**src/rtl/branch_resolve_ctrl.sv**
```systemverilog
// ID-stage branch resolution controller: hazard stalls, compare-unit forwarding, redirect/squash.
// Optional statistics counters are enabled by defining BR_STAT_EN.
module branch_resolve_ctrl #(
  parameter int unsigned LOAD_STALL = 2,
  parameter int unsigned STAT_W     = 16
) (
  input  logic       clk,
  input  logic       reset,
  input  logic       ID_Branch,
  input  logic [4:0] ID_Rs,
  input  logic [4:0] ID_Rt,
  input  logic       Branch,
  input  logic       EX_RegWrite,
  input  logic       EX_MemRead,
  input  logic [4:0] EX_Rd,
  input  logic       MEM_RegWrite,
  input  logic       MEM_MemRead,
  input  logic [4:0] MEM_Rd,
  input  logic       WB_RegWrite,
  input  logic [4:0] WB_Rd,
  input  logic       Freeze,
  input  logic       Flush,
  output logic       Stall,
  output logic       FlushIF,
  output logic       BranchTaken,
  output logic [1:0] FwdA,
  output logic [1:0] FwdB
`ifdef BR_STAT_EN
  ,
  output logic [STAT_W-1:0] StatTaken,
  output logic [STAT_W-1:0] StatStall
`endif
);

  typedef enum logic [1:0] {IDLE, WAIT, RESOLVE} state_t;

  state_t     state, state_next;
  logic [1:0] cnt, cnt_next;
  logic [1:0] need;
  logic       ex_hit, mem_hit;

  assign ex_hit  = (EX_Rd  != '0) && ((EX_Rd  == ID_Rs) || (EX_Rd  == ID_Rt));
  assign mem_hit = (MEM_Rd != '0) && ((MEM_Rd == ID_Rs) || (MEM_Rd == ID_Rt));

  always_comb begin
    need = 2'd0;
    if (EX_RegWrite && EX_MemRead && ex_hit)
      need = 2'(LOAD_STALL);
    else if (EX_RegWrite && ex_hit)
      need = 2'd1;
    else if (MEM_MemRead && MEM_RegWrite && mem_hit)
      need = 2'd1;
  end

  always_ff @(posedge clk or posedge reset) begin
    if (reset) begin
      state <= IDLE;
      cnt   <= '0;
    end else begin
      state <= state_next;
      cnt   <= cnt_next;
    end
  end

  always_comb begin
    state_next  = state;
    cnt_next    = cnt;
    Stall       = 1'b0;
    FlushIF     = 1'b0;
    BranchTaken = 1'b0;
    FwdA        = 2'b00;
    FwdB        = 2'b00;
    if (!reset) begin
      if (MEM_RegWrite && !MEM_MemRead && (MEM_Rd == ID_Rs) && (ID_Rs != '0))
        FwdA = 2'b01;
      else if (WB_RegWrite && (WB_Rd == ID_Rs) && (ID_Rs != '0))
        FwdA = 2'b10;
      if (MEM_RegWrite && !MEM_MemRead && (MEM_Rd == ID_Rt) && (ID_Rt != '0))
        FwdB = 2'b01;
      else if (WB_RegWrite && (WB_Rd == ID_Rt) && (ID_Rt != '0))
        FwdB = 2'b10;

      if (Flush) begin
        state_next = IDLE;
        cnt_next   = '0;
      end else if (!Freeze) begin
        unique case (state)
          IDLE: begin
            if (ID_Branch) begin
              if (need == 2'd0) begin
                BranchTaken = Branch;
                FlushIF     = Branch;
              end else begin
                Stall      = 1'b1;
                cnt_next   = need - 2'd1;
                state_next = (need == 2'd1) ? RESOLVE : WAIT;
              end
            end
          end
          WAIT: begin
            Stall = 1'b1;
            if (cnt == 2'd1) state_next = RESOLVE;
            else             cnt_next   = cnt - 2'd1;
          end
          RESOLVE: begin
            // A dropped ID_Branch here is illegal; never redirect on it.
            BranchTaken = Branch & ID_Branch;
            FlushIF     = Branch & ID_Branch;
            state_next  = IDLE;
          end
          default: state_next = IDLE;
        endcase
      end
    end
  end

`ifdef BR_STAT_EN
  // Stall/BranchTaken are already forced low under Freeze, so the counters hold then.
  always_ff @(posedge clk or posedge reset) begin
    if (reset) begin
      StatTaken <= '0;
      StatStall <= '0;
    end else begin
      if (BranchTaken && (StatTaken != '1)) StatTaken <= StatTaken + STAT_W'(1);
      if (Stall && (StatStall != '1))       StatStall <= StatStall + STAT_W'(1);
    end
  end
`endif

endmodule

```
**config.mk**
```make
export PLATFORM = sky130hd
export DESIGN_NAME = branch_resolve_ctrl
export DESIGN_NICKNAME = d
export VERILOG_FILES = /design/src/rtl/branch_resolve_ctrl.sv
export SDC_FILE = /design/constraint.sdc
export NUM_CORES = 1
export LEC_CHECK = 0
export BUFFER_PORTS_ARGS = -buffer_cell sky130_fd_sc_hd__buf_4
export CORE_MARGIN = 2
export CORE_UTILIZATION = 40
export DETAILED_ROUTE_END_ITERATION = 10
export PLACE_DENSITY = 0.72
export SLEW_MARGIN = 15
export SYNTH_ARGS = -nofsm -noshare
export SYNTH_HDL_FRONTEND = slang
export SYNTH_SLANG_ARGS = --single-unit
export TNS_END_PERCENT = 50
```
**constraint.sdc**
```tcl
create_clock -name clk -period 2.2 [get_ports clk]
set_input_delay 0.33 -clock clk [delete_from_list [all_inputs] [get_ports clk]]
set_output_delay 0.33 -clock clk [all_outputs]
set_load 0.01 [all_outputs]
```
[Yosys cells after proc, flatten, opt, wreduce, memory -nomap -nowiden]
Cells that the tools add are included.
Word-level totals
  register bits: 4
  output and inout port bits: 7
Operators by class
  add/subtract/negate cells: 2
  equality and inequality tests: 15
  multiplexer cells: 34
  bitwise logic cells: 2
  reduce and logical (&&, ||, !) cells: 28
Operators with widths (number)
  two-way mux 2 bit: 18
  == test 5 bit: 6
  nonzero test 5 bit: 4
  logical AND 1 bit: 16
  two-way mux 1 bit: 12
  inequality test 3 bit (second input constant): 4
  case mux 2 bit (2 select lines): 2
  == test 2 x 1 -> 1 bit (second input constant): 3
  AND reduction 6 bit: 1
  AND reduction 5 bit: 1
  logical NOT 2 bit: 2
  case mux 1 bit (2 select lines): 2
  subtractor 2 x 1 -> 2 bit (second input constant): 2
  nonzero test 3 bit: 1
  == test 2 bit (second input constant): 1
  logical OR 1 bit: 2
  inequality test 2 x 1 -> 1 bit (second input constant): 1
  bitwise AND 1 bit: 1
  logical NOT 1 bit: 1
  inverter 1 bit: 1

[Longest topological paths before layout]
  depth after elaboration: 14
  depth in mapped cells: 9
  gate-level depth less buffers: 9

[Worst setup path after synthesis]
No wires, ideal clock.
  kind: input port to output port
  start: input EX_Rd[1]
  end: output FlushIF
  data arrival time: 1.577 ns
  slack: 0.293 ns
  stages: 5
  buffers on the path: 1
  cell sequence: or4_4 o221ai_4 a21oi_1 nor2_1 buf_4
On the way
  cells in the longest elaborated chain, start to end: 13
Ends and longest elaborated chain
  start, declared: line 15  | input logic [4:0] EX_Rd,
  == test 5 bit: line 42  | assign ex_hit = (EX_Rd != '0) && ((EX_Rd == ID_Rs) || (EX_Rd == ID_Rt));
  logical OR 1 bit: line 42
  logical AND 1 bit *: line 42
  logical AND 1 bit: line 49  | else if (EX_RegWrite && ex_hit)
  two-way mux 1 bit: line 49
  two-way mux 2 bit *: line 47  | if (EX_RegWrite && EX_MemRead && ex_hit)
  logical NOT 2 bit *: line 90  | if (need == 2'd0) begin
  two-way mux 1 bit * (2 in a row)
  case mux 1 bit (2 select lines) *
  two-way mux 1 bit * (3 in a row)
  end, declared: line 24  | output logic FlushIF,
Every way passes the cells marked *; elsewhere a longest branch is shown, timed or not.

[Worst setup path after layout]
  start: input ID_Rs[2]
  end: output Stall
On the way
  cells in the longest elaborated chain, start to end: 14
Ends and longest elaborated chain
  start, declared: line 10  | input logic [4:0] ID_Rs,
  == test 5 bit: line 43  | assign mem_hit = (MEM_Rd != '0) && ((MEM_Rd == ID_Rs) || (MEM_Rd == ID_Rt));
  logical OR 1 bit: line 43
  logical AND 1 bit: line 43
  logical AND 1 bit: line 51  | else if (MEM_MemRead && MEM_RegWrite && mem_hit)
  two-way mux 1 bit: line 51
  two-way mux 1 bit: line 49
  two-way mux 2 bit *: line 47
  logical NOT 2 bit *: line 90
  two-way mux 1 bit *: line 90
  two-way mux 1 bit *: line 89  | if (ID_Branch) begin
  case mux 1 bit (2 select lines) *: line 87  | unique case (state)
  two-way mux 1 bit *: line 86  | end else if (!Freeze) begin
  two-way mux 1 bit *: line 83  | if (Flush) begin
  two-way mux 1 bit *: line 73  | if (!reset) begin
  end, declared: line 23  | output logic Stall,
Marked as above.

==> metrics.md <==
| Metric | Value |
|---|---|
| Hold Violations, Final | `0` |
| Num CTS Buffers | `3` |
| Hold Crit Class | `input pin to async pin` |
| Post-route insts no fill | `173` |
| Wire per inst | `between 10 and 15 um` |
| Most used cell, CP | `buf_4` |
| CTS H-tree depth | `1` |
| Chip height | `49.1 um` |
| CP Capture Type | `output port` |
| RSZ-0062 raised after global routing | `no` |
| Final instance area | `0.00120 sq mm` |
| First-pass GRT wire length | `3970 um` |
| Mapped Area | `about 800 sq um` |
| Largest net degree at the start of global routing | `10` |
| DRT iter0 DRCs | `12` |
| Post-synth EDFFs | `0` |
| Clk sinks | `4` |
| Worst Path Arrival | `1.77 ns` |
| Worst R2R Start | `cnt[0]` |
| Vias in the first global route | `954` |
| Worst slack at placement | `0.0207 ns` |
| Fmax | `476 MHz` |
| FF-to-FF End | `cnt[0]` |
| Total number of vias | `939` |
| Run status | `finished clean` |
| DRC | `0` |
| Worst r2r path cells | `8` |
| Ys flop type | `dfrtp_1` |
| Vias per cell | `5.43` |
| Pins Over Slew Limit | `0` |
| Tcrit/Tclk final | `95.5%` |
| CTS tree | `built` |
| Dpl hpwl | `2080 um` |
| RePlAce Congestion | `roughly 0.86` |
| Remaining antenna violation count | `0` |
| Post-synth top area cell | `xnor2_1` |
| Worst-Skew Late Latency | `0.23 ns` |
| Most area-consuming cells after synthesis | `xnor2_1, xor2_1, dfrtp_1` |
| Delay-heaviest family, CP | `compound AO/OA/AOI/OAI gates` |
| Unique masters post-synth | `31` |
| Slew HR | `75.8%` |
| Worst Path Buf+Inv | `2` |
| Total gr overflow | `0` |
| Post-synth net total | `~140` |
| PnR worst setup slack | `between 0.09 and 0.1 ns` |
| Die Wd | `49.1 um` |
| Core footprint | `between 0.0015 and 0.002 sq mm` |
| Clock Tree Buf Depth | `2` |
| Ys Warns | `0` |
| Clock Root Buffer | `clkbuf_4` |
| Post-synthesis sequential area ratio | `12.3%` |
| WP depth | `9` |
| Startpoint Class | `input pin` |
| Pre-Repair DR Iteration Count | `4` |
| Die Footprint | `between 0.002 and 0.0025 sq mm` |
| Crit path kind | `input pin to output port` |
| CP cell instances | `buf_4 -> xnor2_1 -> nand3_1 -> nor3_1 -> o221ai_4 -> a21oi_2 -> nand2_1 -> a21boi_0 -> buf_4` |
| Ys async rst share | `100%` |
| Reg clk slew, reported paths | `0.04 ns` |
| CP Max Fanout | `5` |
| All-Layer GR Usage | `20.7%` |
| Tot Pwr | `0.525 mW` |
| IO Pins | `43` |
| Max-cap viol count | `0` |
| LEAKAGE | `approximately 0.51 nW` |
| Worst hold slack | `0.0335 ns` |
| Synthesis-to-layout area growth | `47.2%` |
| Antenna Cells | `0` |
| Post-layout util | `between 60 and 70%` |
| Syn Inst Count | `104` |
| Slowest-stage cell, CP | `nor3_1` |
| Placed cell count | `170` |
| Site row count | `16` |
| Tmin final | `approximately 2.1 ns` |
| Synthesized area per cell | `7.83 sq um` |
| Pwr Density | `438 mW/mm^2` |
| CP required | `1.87 ns` |
| Share of cells above drive strength 1 | `36.3%` |
| Yosys top cell area share | `19.4%` |
| Final TNS setup | `0 ns` |
| Most frequent cells after synthesis | `xnor2_1, xor2_1, nor2_1` |
| Slew @ Worst Pin | `between 0.3 and 0.4 ns` |
| Maximum vdd drop | `248 uV` |
| Routed WL | `about 2500 um` |
| Initial Util | `41.9%` |
| Largest stage delay, worst path | `0.33 ns` |
| Reg2reg setup slack | `0.33 ns` |
| Post-CTS Setup Bufs | `0` |
| Dpl cell area | `approximately 0.0011 sq mm` |
| Most common cell in the netlist | `xnor2_1` |
| PortBufs | `42` |
| Nets | `185` |
| Final Setup Violations | `0` |
| Register bit total from synthesis | `4` |
| Worst Clk Skew | `0.00305 ns` |
| Initial antenna violation count | `0` |
[registers in the layout, summed over array words and instances (netlist names)]
signal / count
state: 2
cnt: 2
[worst max path at each step]
stage / from / to / slack (ns)
finish: ID_Rs[2] / Stall / 0.1
global route: ID_Rs[0] / Stall / 0.01
CTS: ID_Rt[2] / Stall / 0.02
detailed placement: ID_Rt[2] / Stall / 0.02
global placement: ID_Rs[0] / Stall / 0.03
floorplan: EX_Rd[1] / FlushIF / 0.29
[logic make-up (layout without fill, tap and decap cells)]
kind of cell / count (synthesis) / count (layout) / synth area share, %
xor+xnor: 30 / 30 / 32.3
mux: 2 / 2 / 2.46
buf+inv: 8 / 50 / 4.15
compound gates: 16 / 16 / 15.8
flops: 4 / 4 / 12.3
simple gates: 43 / 43 / 31.5
fa+ha+maj: 1 / 1 / 1.54
[power by group]
part | internal [mW] | switching, mW | total [mW]
Sequential | 0.105 | 0.0416 | 0.147
Combinational | 0.142 | 0.146 | 0.288
Clock | 0.0610 | 0.0292 | 0.0901
Total | 0.308 | 0.217 | 0.525
[cell usage in the layout, fill, tap and decap left out]
| master | Yosys | final |
|---|---|---|
| mux2i_1 | 2 | 2 |
| a21oi_2 | 0 | 1 |
| nor3_4 | 0 | 2 |
| dfrtp_1 | 4 | 4 |
| and3_1 | 1 | 1 |
| nor4b_1 | 2 | 2 |
| xnor2_1 | 18 | 18 |
| or4_4 | 1 | 1 |
| nor2b_1 | 3 | 3 |
| clkbuf_4 | 0 | 3 |
| o31ai_1 | 1 | 1 |
| or3_1 | 1 | 1 |
| nand2b_1 | 1 | 1 |
| or4b_1 | 1 | 1 |
| nor3_1 | 5 | 5 |
| o221ai_4 | 1 | 1 |
| xor2_1 | 12 | 12 |
| a21oi_1 | 4 | 3 |
| or4_1 | 5 | 5 |
| ha_1 | 1 | 1 |
| a31oi_1 | 2 | 2 |
| nand4_1 | 2 | 2 |
| nand2_1 | 5 | 5 |
| a21boi_0 | 2 | 2 |
| o32ai_1 | 1 | 1 |
| o2111ai_4 | 0 | 1 |
| nand3_1 | 6 | 6 |
| buf_4 | 1 | 42 |
| a31o_2 | 1 | 1 |
| nor3_2 | 3 | 1 |
| nor2_1 | 7 | 7 |
| o21ai_0 | 3 | 3 |
| inv_1 | 5 | 5 |
[metal layers]
layer	vias to the layer above	routed length, um	global-route usage [%]
met5	-	0	0
met4	0	15	8.10
met3	4	78	1.23
met2	31	1380	40.8
met1	443	982	22.5
li1	461	-	-
[final cells by class]
cell class	instances	area, sq um
fill	195	743
timing repair buffer	42	315
multi-input combinational	92	708
inverter	5	18.8
tap	27	33.8
clock buffer	3	22.5
sequential	4	100
[timing repair]
item	CTS	global route
hold buffers	0	0
setup endpoints to repair	0	1
resized for setup	0	4
(Power assumes the default switching activity.)
